===== src/rtl/multi_ch_event_sync_if.sv =====
// Event delivery handshake between multi_ch_event_sync and its consumer.
// The producer presents evt_ch with evt_valid; a transfer occurs when evt_valid & evt_ready.
interface multi_ch_event_sync_if #(
    parameter int N_CH = 4
);
    localparam int CH_W = (N_CH > 1) ? $clog2(N_CH) : 1;

    logic            evt_valid;
    logic            evt_ready;
    logic [CH_W-1:0] evt_ch;

    modport master (output evt_valid, output evt_ch, input evt_ready);
    modport slave  (input evt_valid, input evt_ch, output evt_ready);
endinterface


===== src/rtl/multi_ch_event_sync.sv =====
// N-channel asynchronous event receiver: synchronise, detect edges per mode, queue events
// in saturating per-channel counters and hand them out round-robin over valid/ready.
module multi_ch_event_sync #(
    parameter int                N_CH        = 4,
    parameter int                SYNC_STAGES = 3,
    parameter int                CNT_W       = 4,
    parameter logic [2*N_CH-1:0] EDGE_MODE   = '0
) (
    input  logic                  clk_des,
    input  logic                  reset,
    input  logic [N_CH-1:0]       async_in,
    output logic [N_CH-1:0]       evt_pulse,
    output logic                  pending_any,
    output logic [N_CH-1:0]       ovf,
    input  logic                  ovf_clear,
    multi_ch_event_sync_if.master evt
);
    localparam int CH_W  = (N_CH > 1) ? $clog2(N_CH) : 1;
    localparam int SUM_W = CH_W + 1;
    localparam int ARM_W = $clog2(SYNC_STAGES + 1);
    localparam logic [CNT_W-1:0] CNT_MAX = '1;

    logic [SYNC_STAGES-1:0] sync_q [N_CH];
    logic [CNT_W-1:0]       cnt_q  [N_CH];
    logic [CNT_W-1:0]       cnt_d  [N_CH];
    logic [ARM_W-1:0]       arm_cnt;
    logic [N_CH-1:0]        edge_det;
    logic [N_CH-1:0]        dec;
    logic [N_CH-1:0]        cand;
    logic [N_CH-1:0]        ovf_set;
    logic [CH_W-1:0]        rr_start;
    logic [CH_W-1:0]        rr_next;
    logic [CH_W-1:0]        pick;
    logic                   found;
    logic                   armed;
    logic                   handshake;
    logic                   load;
    logic                   pend_next;

    assign armed     = (arm_cnt == ARM_W'(SYNC_STAGES));
    assign handshake = evt.evt_valid & evt.evt_ready;
    assign load      = !evt.evt_valid | handshake;
    assign rr_next   = (pick == CH_W'(N_CH - 1)) ? '0 : pick + CH_W'(1);

    // Oldest synchroniser stage is the history bit; the one before it is the fresh sample.
    always_comb begin
        for (int i = 0; i < N_CH; i++) begin
            case (EDGE_MODE[2*i +: 2])
                2'd0:    edge_det[i] = sync_q[i][SYNC_STAGES-1] ^ sync_q[i][SYNC_STAGES-2];
                2'd1:    edge_det[i] = !sync_q[i][SYNC_STAGES-1] & sync_q[i][SYNC_STAGES-2];
                2'd2:    edge_det[i] = sync_q[i][SYNC_STAGES-1] & !sync_q[i][SYNC_STAGES-2];
                default: edge_det[i] = 1'b0;
            endcase
        end
    end

    always_comb begin
        // NOTE: every output of this block gets a default before any condition, so no latch is inferred.
        pend_next = 1'b0;
        for (int i = 0; i < N_CH; i++) begin
            dec[i]     = handshake && (evt.evt_ch == CH_W'(i));
            cand[i]    = cnt_q[i] > CNT_W'(dec[i]);
            ovf_set[i] = evt_pulse[i] && !dec[i] && (cnt_q[i] == CNT_MAX);
            cnt_d[i]   = cnt_q[i];
            if (evt_pulse[i] && !dec[i] && (cnt_q[i] != CNT_MAX)) begin
                cnt_d[i] = cnt_q[i] + CNT_W'(1);
            end else if (dec[i] && !evt_pulse[i]) begin
                cnt_d[i] = cnt_q[i] - CNT_W'(1);
            end
            if (cnt_d[i] != '0) begin
                pend_next = 1'b1;
            end
        end
    end

    // Round-robin: first candidate at or after rr_start, wrapping at N_CH.
    always_comb begin
        logic [SUM_W-1:0] sum;
        logic [CH_W-1:0]  idx;
        found = 1'b0;
        pick  = '0;
        sum   = '0;
        idx   = '0;
        for (int k = 0; k < N_CH; k++) begin
            sum = {1'b0, rr_start} + SUM_W'(k);
            if (sum >= SUM_W'(N_CH)) begin
                sum = sum - SUM_W'(N_CH);
            end
            idx = sum[CH_W-1:0];
            if (!found && cand[idx]) begin
                found = 1'b1;
                pick  = idx;
            end
        end
    end

    // NOTE: all state below uses non-blocking assignments so every flop samples pre-edge values.
    always_ff @(posedge clk_des) begin
        if (reset) begin
            // NOTE: the counter and synchroniser arrays are plain flops, not RAM, so they are reset too.
            for (int i = 0; i < N_CH; i++) begin
                sync_q[i] <= '0;
                cnt_q[i]  <= '0;
            end
            arm_cnt       <= '0;
            evt_pulse     <= '0;
            pending_any   <= 1'b0;
            ovf           <= '0;
            rr_start      <= '0;
            evt.evt_valid <= 1'b0;
            evt.evt_ch    <= '0;
        end else begin
            for (int i = 0; i < N_CH; i++) begin
                sync_q[i] <= {sync_q[i][SYNC_STAGES-2:0], async_in[i]};
                cnt_q[i]  <= cnt_d[i];
            end
            if (!armed) begin
                arm_cnt <= arm_cnt + ARM_W'(1);
            end
            evt_pulse   <= armed ? edge_det : '0;
            pending_any <= pend_next;
            ovf         <= (ovf & ~{N_CH{ovf_clear}}) | ovf_set;
            if (load) begin
                evt.evt_valid <= found;
                if (found) begin
                    evt.evt_ch <= pick;
                    rr_start   <= rr_next;
                end
            end
        end
    end
endmodule


===== src/flat_wrapper.sv =====
// flat-port wrapper written by rule: the top's interface ports become plain ports
module multi_ch_event_sync_flat 
#(
    parameter int                N_CH        = 4,
    parameter int                SYNC_STAGES = 3,
    parameter int                CNT_W       = 4,
    parameter logic [2*N_CH-1:0] EDGE_MODE   = '0
)
  (clk_des, reset, async_in, evt_pulse, pending_any, ovf, ovf_clear, evt_evt_valid, evt_evt_ch, evt_evt_ready);
  multi_ch_event_sync_if #(.N_CH(N_CH)) evt_i ();
  input  logic clk_des;
  input  logic reset;
  input  logic [N_CH-1:0] async_in;
  output logic [N_CH-1:0] evt_pulse;
  output logic pending_any;
  output logic [N_CH-1:0] ovf;
  input  logic ovf_clear;
  output wire logic [$bits(evt_i.evt_valid)-1:0] evt_evt_valid;
  output wire logic [$bits(evt_i.evt_ch)-1:0] evt_evt_ch;
  input wire logic [$bits(evt_i.evt_ready)-1:0] evt_evt_ready;
  assign evt_evt_valid = evt_i.evt_valid;
  assign evt_evt_ch = evt_i.evt_ch;
  assign evt_i.evt_ready = evt_evt_ready;
  multi_ch_event_sync #(.N_CH(N_CH), .SYNC_STAGES(SYNC_STAGES), .CNT_W(CNT_W), .EDGE_MODE(EDGE_MODE)) u_core (.clk_des(clk_des), .reset(reset), .async_in(async_in), .evt_pulse(evt_pulse), .pending_any(pending_any), .ovf(ovf), .ovf_clear(ovf_clear), .evt(evt_i));
endmodule

===== config.mk =====
export PLATFORM = sky130hd
export DESIGN_NAME = multi_ch_event_sync_flat
export DESIGN_NICKNAME = d
export VERILOG_FILES = /design/src/rtl/multi_ch_event_sync_if.sv /design/src/rtl/multi_ch_event_sync.sv /design/src/flat_wrapper.sv
export SDC_FILE = /design/constraint.sdc
export NUM_CORES = 1
export LEC_CHECK = 0
export CAP_MARGIN = 20
export CORE_ASPECT_RATIO = 1.1
export CORE_MARGIN = 2
export CORE_UTILIZATION = 55
export DETAILED_ROUTE_END_ITERATION = 10
export PLACE_DENSITY = 0.76
export SYNTH_ARGS = -nofsm -noshare
export SYNTH_HDL_FRONTEND = slang
export SYNTH_SLANG_ARGS = --single-unit
export TNS_END_PERCENT = 100

===== constraint.sdc =====
create_clock -name clk_des -period 6.8 [get_ports clk_des]
set_input_delay 1.7 -clock clk_des [delete_from_list [all_inputs] [get_ports clk_des]]
set_output_delay 1.7 -clock clk_des [all_outputs]
set_load 0.01 [all_outputs]

# After elaboration in Yosys (flattened, before gate mapping)
# Memory sizes are Yosys's and may differ from the RTL's.
# Index checks and enable logic that the tools add are counted.
# word_totals
reg_bits,16
ram_bits,28
in_bits,8
elab_cells,155
mem_count,2
# classes
add_sub_neg,17
magnitude_cmp,12
n_eq_ne,13
muxes,44
bitwise,18
n_reduce_logical,42
# mem_list
name,depth,width,read_ports,rd_clocked_by_memory_dff,wr,line,rtl
u_core.cnt_q,4,4,4,0,4,multi_ch_event_sync.sv:24,logic [CNT_W-1:0] cnt_q [N_CH];
u_core.sync_q,4,3,4,0,4,multi_ch_event_sync.sv:23,logic [SYNC_STAGES-1:0] sync_q [N_CH];
# ops
cell,n
two-way mux 4 bit,12
logical AND 1 bit,23
two-way mux 2 bit,9
"adder 4 x 1 -> 4 bit, second input constant",4
"equality test 4 bit, second input constant",4
greater-than comparator 4 x 1 -> 1 bit,4
"!= test 4 bit, second input constant",4
nonzero test 4 bit,4
"subtractor 4 x 1 -> 4 bit, second input constant",4
two-way mux 1 bit,15
logical NOT 1 bit,12
"< comparator 2 x 3 -> 1 bit, second input constant",4
two-way mux 3 bit,4
">= comparator 3 bit, second input constant",3
bitwise OR 1 bit,9
binary-select mux 1 bit (select 2 bit),4
"equality test 2 bit, second input constant",4
"subtractor 2 x 1 -> 2 bit, second input constant",4
"adder 2 x 2 -> 3 bit, second input constant",2
"adder 2 x 1 -> 2 bit, second input constant",2
AND 4 bit,1
NOT 4 bit,1
bitwise OR 4 bit,1
XOR 1 bit,4
other kinds (8),8

# Depth between registers and ports, before layout
# depth
word_depth,17
ltp_mapped,9
depth_no_buf,9

# Worst setup path before layout
# Ideal clock, no wire load.
# synth_timing
kind,input port to flip-flop
startpoint,input port evt_evt_ready
endpoint,register u_core.evt.evt_ch[0]
setup_ps,128
arrival_time_ps,3466
t_required_ps,6672
slack_ps,3206
cell_stages,9
n_path_buf,0
path_cell_list,nand4b_1 > clkinv_1 > ha_1 > nor2_1 > nor3_1 > a41o_1 > a21oi_1 > a22oi_1 > nor2_1
# synth_via
elab_chain_len,16
word_cells_on_any_way,33
# synth_rtl
element,line,rtl
start: declaration,flat_wrapper.sv:20,input wire logic [$bits(evt_i.evt_ready)-1:0] evt_evt_ready;
AND 1 bit (*),multi_ch_event_sync.sv:41,assign handshake = evt.evt_valid & evt.evt_ready;
logical AND 1 bit,multi_ch_event_sync.sv:61,dec[i] = handshake && (evt.evt_ch == CH_W'(i));
greater-than comparator 4 x 1 -> 1 bit,multi_ch_event_sync.sv:62,cand[i] = cnt_q[i] > CNT_W'(dec[i]);
binary-select mux 1 bit (select 2 bit),multi_ch_event_sync.sv:90,if (!found && cand[idx]) begin
two-way mux 1 bit (not written as such),multi_ch_event_sync.sv:90,
two-way mux 1 bit,multi_ch_event_sync.sv:90,
logical NOT 1 bit,multi_ch_event_sync.sv:90,
logical AND 1 bit,multi_ch_event_sync.sv:90,
two-way mux 1 bit,multi_ch_event_sync.sv:90,
logical NOT 1 bit,multi_ch_event_sync.sv:90,
logical AND 1 bit,multi_ch_event_sync.sv:90,
two-way mux 1 bit,multi_ch_event_sync.sv:90,
logical NOT 1 bit,multi_ch_event_sync.sv:90,
logical AND 1 bit,multi_ch_event_sync.sv:90,
two-way mux 1 bit,multi_ch_event_sync.sv:90,
AND reduction 2 bit (no source line),-,
end signal: assignment,multi_ch_event_sync.sv:126,evt.evt_ch <= pick;
end: declaration,multi_ch_event_sync_if.sv:12,"modport master (output evt_valid, output evt_ch, input evt_ready);"
# Every way passes the cells marked *; elsewhere a longest branch is shown, timed or not. The select of a mux whose other input is x is not followed.
# A chain may end at the register's enable or synchronous reset.

# Worst setup path in the final report
# Ends and elaborated chain as after synthesis.

==> reports/metrics.cfg <==
[outcome]
status = complete, no violations

[timing]
setup_slack_ns = 2.60
drv_slew = 0
layout_min_cycle_time_ns = 4.20
setup_violations = 0
worstMarginPinSlew_ns = 0.615
rsz0062_at_grt = no
setup_tns_ns = 0
max_freq_mhz = 238
relSlewSlack = 0.587
fin_crit_sh = 0.618
hold_ws_ns = 0.441
hold_viol_final = 0
fin_skew_ns = 0.00827

[yosys]
yosys.area_share.adder = 0.0587
ys_warn_count = 0
post_synth_xor_area_fraction = 0.0448
ys_seq_elements = 44
yosys.area_share.simple = 0.271
syn_area_um2 = 2350
postSynth.asyncResetShare = 0
synth_compound_area_frac = 0.191
synth_cell_types = 59
syn_inst = 269
ys_seq_area_frac = 0.375
synth_edf_count = 0
synth_top_family_by_area = simple AND/OR/NAND/NOR gates
ys.flop_type = dfxtp_1
syn_area_per_cell_um2 = 8.72
synthMuxAreaShare = 0.0176
syn_nets = 288

[drt]
drt_iter0_drc = 188
antenna_left = 0
avgRoutedWirePerCell_um = 13.8
viasPerCell = 5.92
dr.pass1.iters = 4
vias = 2013
drc = 0
drt-total-wl_um = 4700

[critical_path]
worstPathRequired_ns = 6.98
cp_top_family = simple AND/OR/NAND/NOR gates
timing.rr.start = u_core.evt.evt_ch[0]
reg2reg_depth = 9
worstPathArrival_ns = 4.39
crit_chain = clkdlybuf4s50_1 > nand4b_1 > clkinv_1 > ha_1 > nor2_1 > nor3_1 > a41o_1 > a21oi_1 > a22oi_1 > nor2_1
critPathMaxFanout = 9
path_class = in2reg
max_stage_delay_ns = 0.51
critPathSlowestCell = clkdlybuf4s50_1
r2r_end = u_core.evt.evt_ch[0]
critPathBufInv = 2
crit_end = u_core.evt.evt_ch[0]
path_common_cell = nor2_1
cp.depth = 10
endpoint_kind = register
ff2ff_setup_slack_ns = 4.09
start_kind = primary input
cp-startpoint = evt_evt_ready

[layout]
nets = 306
fillers = 367
antenna_cells = 0
syn_to_final_growth_pct = 13.3
regArea_um2 = 881
multi_input_area_um2 = 1370
layout-drive-gt1-share = 0.0625

[pwr]
p_per_area_nw_per_um2 = 275
peakVddDrop_v = 0.000144
power_leakage_nw = 1.03

[clock_tree]
tritoncts.num_buffers = 5
tritoncts = yes
root_buffer = clkbuf_8
clockBufferDepth = 2
cts.sink_count = 44
clkTransAtPathRegs_ns = 0.08
htreeDepth = 2
cts_resized = 0
post_cts_buffers = 0
worstSkewPairLatency_ns = 0.30
cts_hold_buf = 0

[global_route]
grt_max_degree = 36
antenna_found_initial = 0
grt_pass1_wl_um = 7810
grt_overflow = 0
first_global_vias = 1722
grtUsageTotal = 0.211

[flow_run]
cap_violations = 0

[floorplan]
fp.dieArea_um2 = 4800
die_h_um = 72.5
num_rows = 24
die_x_um = 66.3
ios = 20
core-area_um2 = 4020
start_util = 0.583

[worst_hold_path]
hold_class = reg2reg

[placed_design]
place_worst_setup_slack_ns = 2.31
port_buffers = 19
dp_hpwl_um = 3260
place_congestion = 0.861

[cell type report]
class                   instances  share of cell area
repair buffers                 20              0.0744
clock buffers                   6              0.0311
multi-input cells             202               0.515
well taps                      52              0.0245
clock inverters                 2             0.00377
flip-flops and latches         44               0.331
inverters                      14              0.0198
[Yosys cell counts (4+ instances only)]
cell	number	area, um2
nand4_1	4	25.0
nand4b_1	4	35.0
dfxtp_1	44	881
nand2_1	12	45.0
nand3_1	7	35.0
a211oi_1	5	37.5
clkbuf_1	6	22.5
nor3_1	6	30.0
nor2_1	36	135
o211ai_1	5	37.5
nor4_1	4	25.0
xnor2_1	9	78.8
and3_1	5	31.3
o21ai_0	5	25.0
a21oi_1	13	65.1
inv_1	12	45.0
nor2b_1	17	106
ha_1	11	138
[through the flow]
step / util / total power [mW] / std cells / instance area [um2]
2_1_floorplan: - / 0.510 / 269 / 2350
3_3_place_gp: 0.637 / 0.562 / 332 / 2560
3_5_place_dp: 0.637 / 0.564 / 332 / 2560
4_1_cts: 0.660 / 0.734 / 340 / 2660
5_1_grt: 0.660 / 0.780 / 340 / 2660
6_report: 0.660 / 0.730 / 340 / 2660
[per-layer routing]
| layer | share of wire | GRT usage | vias up |
|---|---|---|---|
| met5 | 0 | 0 | - |
| met4 | 0.023 | 0.0952 | 0 |
| met3 | 0.036 | 0.0419 | 10 |
| met2 | 0.46 | 0.323 | 46 |
| met1 | 0.48 | 0.288 | 935 |
| li1 | - | - | 1022 |
[cells by family (layout without fill, tap and decap cells)]
logic type	count (synthesis)	after routing
AO/OA/AOI/OAI	59	59
multiplexers	4	4
buffers and inverters	23	42
flip-flops	44	44
adder cells (fa/ha/maj)	11	11
XOR/XNOR	12	12
AND/OR/NAND/NOR	116	116
[state kept, by name (all words and copies together) (netlist names)]
name,flops
u_core.evt.evt_valid,1
u_core.pending_any,1
u_core.ovf,4
u_core.evt_pulse,4
u_core.cnt_q,16
u_core.evt.evt_ch,2
u_core.arm_cnt,2
u_core.rr_start,2
u_core.sync_q,12
[power breakdown]
part | internal (mW) | switching [mW]
Clock | 0.0811 | 0.0872
Combinational | 0.119 | 0.114
Sequential | 0.287 | 0.0420
Total | 0.487 | 0.243
[worst min-delay path by stage]
stage,end,from,depth (start not counted),slack [ns]
6_report,u_core.sync_q[1][1],u_core.sync_q[1][0],1,0.44
5_1_grt,u_core.sync_q[1][1],u_core.sync_q[1][0],1,0.47
4_1_cts,u_core.sync_q[1][1],u_core.sync_q[1][0],1,0.44
3_5_place_dp,u_core.sync_q[1][1],u_core.sync_q[1][0],1,0.42
3_3_place_gp,u_core.sync_q[3][1],u_core.sync_q[3][0],1,0.42
2_1_floorplan,u_core.sync_q[0][1],u_core.sync_q[0][0],1,0.41
[cells in the final DEF, fill, tap and decap left out, types with 3 or more instances in the layout]
cell	n
nand4b_1	4
nor3_1	6
clkbuf_8	6
ha_1	11
or3_1	3
nand2_1	12
o211ai_1	5
a21oi_1	13
xnor2_1	9
a22oi_1	3
a2bb2oi_1	3
a211oi_1	5
o21ai_0	5
and3_1	5
nor2_1	36
nand4_1	4
nor4_1	4
a311oi_1	3
nand3b_1	3
nor2b_1	17
xor2_1	3
clkdlybuf4s50_1	19
mux2i_1	3
inv_1	12
nand3_1	7
dfxtp_1	44
Power figures use the tool's default switching activity.
